[src/rtl/instr_loader.sv]
// instr_loader: boot loader packing a little-endian byte stream into 32-bit instruction memory words
module instr_loader #(
    parameter int IMEM_WORDS = 256,
    parameter int ADDR_W = 64,
    localparam int WC_W = $clog2(IMEM_WORDS) + 1
) (
    input  logic              clk,
    input  logic              rst,
    input  logic              in_valid,
    input  logic [7:0]        in_data,
    input  logic              in_last,
    output logic              in_ready,
    output logic              imem_we,
    output logic [ADDR_W-1:0] imem_addr,
    output logic [31:0]       imem_wdata,
    output logic              cpu_rst,
    output logic              load_done,
    output logic              err_overflow,
    output logic [WC_W-1:0]   word_count
);
    typedef enum logic [2:0] {IDLE, COLLECT, WRITE, DONE, ERROR} state_t;
    state_t state, state_n;
    logic [1:0] idx;
    logic [31:0] shreg;
    logic [31:0] word_n;
    logic last_q;
    logic accept;
    logic full;
    logic closing;
    assign in_ready = state == IDLE || state == COLLECT;
    assign accept = in_valid && in_ready;
    assign full = word_count == WC_W'(IMEM_WORDS);
    assign closing = idx == 2'd3 || in_last;
    assign word_n = shreg | (32'(in_data) << {idx, 3'b000});
    assign imem_we = state == WRITE;
    assign load_done = state == DONE;
    assign cpu_rst = state != DONE;
    assign err_overflow = state == ERROR;
    // state register
    always_ff @(posedge clk) begin
        state <= rst ? IDLE : state_n;
    end
    // next state: a write cycle always follows the closing byte; DONE and ERROR hold until rst
    always_comb begin
        state_n = state == WRITE ? (last_q ? DONE : COLLECT)
                : accept         ? (full ? ERROR : closing ? WRITE : COLLECT)
                :                  state;
    end
    // byte packing, write word/address capture and word counter
    always_ff @(posedge clk) begin
        if (rst) begin
            idx        <= '0;
            shreg      <= '0;
            last_q     <= 1'b0;
            word_count <= '0;
            imem_addr  <= '0;
            imem_wdata <= '0;
        end else begin
            if (accept && !full) begin
                idx   <= closing ? 2'd0 : idx + 2'd1;
                shreg <= closing ? '0 : word_n;
                if (closing) begin
                    imem_wdata <= word_n;
                    imem_addr  <= ADDR_W'({word_count, 2'b00});
                    last_q     <= in_last;
                end
            end
            if (imem_we) word_count <= word_count + WC_W'(1);
        end
    end
endmodule

[config.mk]
export PLATFORM = sky130hd
export DESIGN_NAME = instr_loader
export DESIGN_NICKNAME = d
export VERILOG_FILES = /design/src/rtl/instr_loader.sv
export SDC_FILE = /design/constraint.sdc
export NUM_CORES = 1
export LEC_CHECK = 0
export CAP_MARGIN = 10
export CELL_PAD_IN_SITES_DETAIL_PLACEMENT = 0
export CELL_PAD_IN_SITES_GLOBAL_PLACEMENT = 2
export CORE_UTILIZATION = 28
export CTS_CLUSTER_SIZE = 10
export DETAILED_ROUTE_END_ITERATION = 8
export PLACE_DENSITY = 0.82
export SETUP_SLACK_MARGIN = 0.3
export SLEW_MARGIN = 10
export SYNTH_ARGS = -nofsm -noshare
export SYNTH_HDL_FRONTEND = slang
export SYNTH_SLANG_ARGS = --single-unit
[constraint.sdc]
create_clock -name clk -period 2.1 [get_ports clk]
set_input_delay 0.42 -clock clk [delete_from_list [all_inputs] [get_ports clk]]
set_output_delay 0.42 -clock clk [all_outputs]
set_load 0.05 [all_outputs]
# Word-level counts from Yosys, hierarchy flattened
# Index checks and enable logic that the tools add are counted.
# totals
reg_bits	88
latch_bits	0
ramBits	0
mem_bits_ro	0
input_bits	12
out_inout_bits	110
elab_cells	33
mem_count	0
# classes
addsub	2
mul	0
div_mod_pow	0
n_lt_le_gt_ge	0
n_eq_ne	7
shifts	1
muxes	7
bitwise	1
reduce_logical	8
# ops
cell	n
2-to-1 mux 32 bit	1
bitwise OR 32 bit	1
left shift 8 x 5 -> 32 bit	1
adder 9 x 1 -> 9 bit, second input constant	1
equality test 9 bit, second input constant	1
2-to-1 mux 3 bit	3
equality test 3 x 2 -> 1 bit, second input constant	2
2-to-1 mux 2 bit	3
equality test 3 x 1 -> 1 bit, second input constant	1
equality test 3 bit, second input constant	1
zero test 3 bit	1
inequality test 3 x 2 -> 1 bit, second input constant	1
adder 2 x 1 -> 2 bit, second input constant	1
equality test 2 bit, second input constant	1
logical AND 1 bit	2
logical OR 1 bit	2
AND reduction 2 bit	1
nonzero test 2 bit	1
zero test 1 bit	1

# Longest topological paths before layout
# logic_depth
depth_word	6
ltp_mapped	7
ltp_nobuf	5

# Least setup slack after synthesis
# Ideal clock, no wire load.
# synth_timing
kind	register to register
start	register word_count[0]
end	register imem_wdata[27]
setup_time_ps	121
t_arrival_ps	2026
required_ps	1979
path_slack_ps	-47
path_stages_with_launch	8
path_buffers	2
period_less_slack_ps	2147
path_cell_list	dfxtp_1 -> inv_1 -> ha_1 -> nor4b_1 -> a211o_1 -> buf_6 -> buf_6 -> mux2_4
# synth_between
elab_chain_len	4
# synth_rtl
element	line	source
from (decl)	19	output logic [WC_W-1:0] word_count
from (signal assigned)	68	if (imem_we) word_count <= word_count + WC_W'(1);
equality test 9 bit	32	assign full = word_count == WC_W'(IMEM_WORDS);
zero test 1 bit	59	if (accept && !full) begin
logical AND 1 bit	59	
AND reduction 2 bit (no line)	--	
to (signal assigned)	63	imem_wdata <= word_n;
to (decl)	15	output logic [31:0] imem_wdata,
# No other way between the ends.
# A chain may end at the register's enable or synchronous reset.

# Worst setup path in the final report
# layout_timing
start	register state[1]
end	output imem_we
# layout_between
elab_chain_len	1
# layout_rtl
element	line	source
from (decl)	22	state_t state, state_n;
from (signal assigned)	41	state <= rst ? IDLE : state_n;
equality test 3 x 2 -> 1 bit	35	assign imem_we = state == WRITE;
to (decl)	13	output logic imem_we,
# No other way between the ends.

==> qor.txt <==
Netlist Area Pre-Place: 4480 µm²
clk root buf: clkbuf_16
CP peak stage delay: 0.41 ns
Synth top area share: 39.3%
Routed WL: 11,500 µm
layout cells sized above 1: 17.3%
Pre-antenna DRT Iters: 4
Max Slew Vio Count: 0
Synth Area per Inst: 8.86 µm²
status: finished clean
Antenna diodes: 0
Worst path slowest cell: or3b_4
first-pass GRT wire length: 18,200 µm
gr usage total: 14.0%
Worst setup SP type: flip-flop
kind of critical path: reg2out
die width: 129 µm
Final WS setup: 0.273 ns
DR vias: 3,660
synthesis-to-finish area growth: 28.4%
Max-slew headroom: 65.4%
pwr/cell area: 737 nW/µm²
post-DP HPWL: 7310 µm
pre-CTS setup slack: -0.140 ns
maximum fanout along the worst path: 5
Die Y: 129 µm
Final #Nets: 582
Final Cell Area: 5750 µm²
cell taking the most area after synthesis: dfxtp_1
Antenna Nets Post-Route: 0
crit end category: primary output
Hold Vio Cnt, Final: 0
Buffers on Ports: 66
period utilization: 87.0%
Post-synth EDFFs: 0
largest net degree at the start of global routing: 72
Mapped Cells: 506
Synth Flop Type: dfxtp_1
CTS Buf Count: 9
#FFs+latches synth: 88
Yosys cell types: 42
top cells by area, synth: dfxtp_1 (39%), buf_4 (9.5%), mux2i_1 (7.6%)
Clock transition at path regs: 0.07 ns
WL/cell: 14.7 µm
final clock skew: 0.00962 ns
Max IR drop VDD: 0.454 mV
Tmin final: 1.83 ns
initial core utilization: 29.1%
vias in the first global route: 3,497
CTS tree: done
setup violators final: 0
RSZ-0062 raised after global routing: yes
register area share after synthesis: 39.3%
WP data required: 1.68 ns
Worst-Margin Slew: 0.520 ns
Core Box Area: 15,400 µm²
vias per cell: 4.67
Final Non-Filler Cells: 783
Leak: 2.44 nW
initial antenna violation count: 0
CTS H-tree lvls: 3
Post-synth top cells: dfxtp_1 (88), buf_4 (57), nand2_1 (51)
cell with the most instances after synthesis: dfxtp_1
Clock Latency Late Sink: 0.35 ns
Post-route DRC: 0
worst hold path type: reg2reg
Std-Cell Rows: 45
# fillers: 1,584
Async S/R FF share, synth: 0%
GR Overflow Total: 0
cts hold-fix bufs: 0
worst path arrival time: 1.41 ns
DP Area: 5230 µm²
I/O Pins: 122
max frequency: 547 MHz
hold slack: 0.453 ns
routability congestion estimate: 0.766
yosys warns: 0
Initial DRC Count: 271
worst-path cell chain: or3b_4, inv_2, buf_12
DP Cell Count: 758
clk sinks: 88
die area: 16,500 µm²
max cap viols: 0
Longest Clk Path Bufs: 2
==> power breakdown <==
part	switching, mW	internal (mW)
combinational	0.549	0.218
clock	0.700	1.04
sequential	0.0228	1.71
total	1.27	2.97
==> metal layers <==
layer | GRT usage [%] | share of wire (%) | up-vias
li1 | - | - | 1771
met1 | 17.5 | 44 | 1755
met2 | 23.4 | 48 | 117
met3 | 4.07 | 6.1 | 17
met4 | 4.15 | 1.5 | 0
met5 | 0 | 0 | -
==> sequential cells by signal, summed over array words and instances, names as in the netlist <==
signal and flops:
idx 2, shreg 32, state 3, word_count 9, last_q 1, imem_addr 9
imem_wdata 32
==> logic make-up after synthesis <==
group / count (synthesis) / synth area share, %
flip-flops: 88 / 39.3
buffers and inverters: 134 / 16.6
adder cells (fa/ha/maj): 3 / 0.838
AND/OR/NAND/NOR: 117 / 15.0
other: 1 / 0.0837
AO/OA/AOI/OAI: 120 / 18.0
multiplexers: 42 / 9.94
XOR/XNOR: 1 / 0.195
==> final cells by class <==
cell class | instances | area (µm²) | share of cell area, %
Inverter | 37 | 144 | 2.50
Clock buffer | 9 | 225 | 3.91
Sequential cell | 88 | 1780 | 31.0
Tap cell | 211 | 264 | 4.59
Timing Repair Buffer | 93 | 920 | 16.0
Multi-Input combinational cell | 338 | 2320 | 40.4
Clock inverter | 7 | 95.1 | 1.65
==> cell usage in the layout, fill, tap and decap left out, types with 3 or more instances in the layout <==
cell type | netlist | routed
a211o_1 | 9 | 8
a211oi_1 | 32 | 17
a211oi_2 | 1 | 15
a21oi_1 | 19 | 19
and3b_1 | 16 | 16
buf_12 | 0 | 7
buf_4 | 57 | 19
buf_6 | 3 | 4
clkbuf_16 | 0 | 11
clkdlybuf4s50_1 | 0 | 9
conb_1 | 1 | 55
dfxtp_1 | 88 | 77
dfxtp_2 | 0 | 8
dfxtp_4 | 0 | 3
dlygate4sd2_1 | 0 | 49
inv_1 | 36 | 33
mux2_2 | 4 | 4
mux2_4 | 4 | 4
mux2i_1 | 34 | 34
nand2_1 | 51 | 51
nand3_1 | 10 | 10
nor2_1 | 4 | 4
nor2b_1 | 9 | 9
nor3b_1 | 9 | 8
o211ai_1 | 25 | 25
o21ai_0 | 26 | 26
o31ai_1 | 4 | 4
or4_1 | 4 | 4
==> timing repair <==
action	in CTS	in global routing
resized for setup	65	27
endpoints found under the setup margin	103	60
setup buffers	2	4
gates cloned	1	2
pin swaps	4	6
==> worst paths after layout <==
check	start	to	cells after the start	slack [ns]
worst max-delay path	state[1]$_SDFFE_PP0P_	imem_we	3	0.27
worst min-delay path	shreg[23]$_SDFFE_PP0P_	shreg[23]$_SDFFE_PP0P_	2	0.45
worst max register to register	word_count[1]$_SDFFE_PP0P_	idx[0]$_SDFFE_PP0P_	6	0.33
worst min register to register	shreg[23]$_SDFFE_PP0P_	shreg[23]$_SDFFE_PP0P_	2	0.45
==> metrics by stage <==
stage | util [%] | power [mW] | setup TNS [ns]
floorplan | - | 2.38 | 0
global placement | 33.9 | 2.45 | -5.31
detailed placement | 33.9 | 2.46 | -6.83
CTS | 36.1 | 4.22 | 0
global route | 37.3 | 4.39 | 0
finish | 37.3 | 4.24 | 0
==> critical path: cells and delay by family, from the launching register on <==
kind / cells / cell delay, ns
AND/OR/NAND/NOR: 1 / 0.41
flip-flops: 1 / 0.38
buffers and inverters: 2 / 0.26
(Power assumes the default switching activity.)
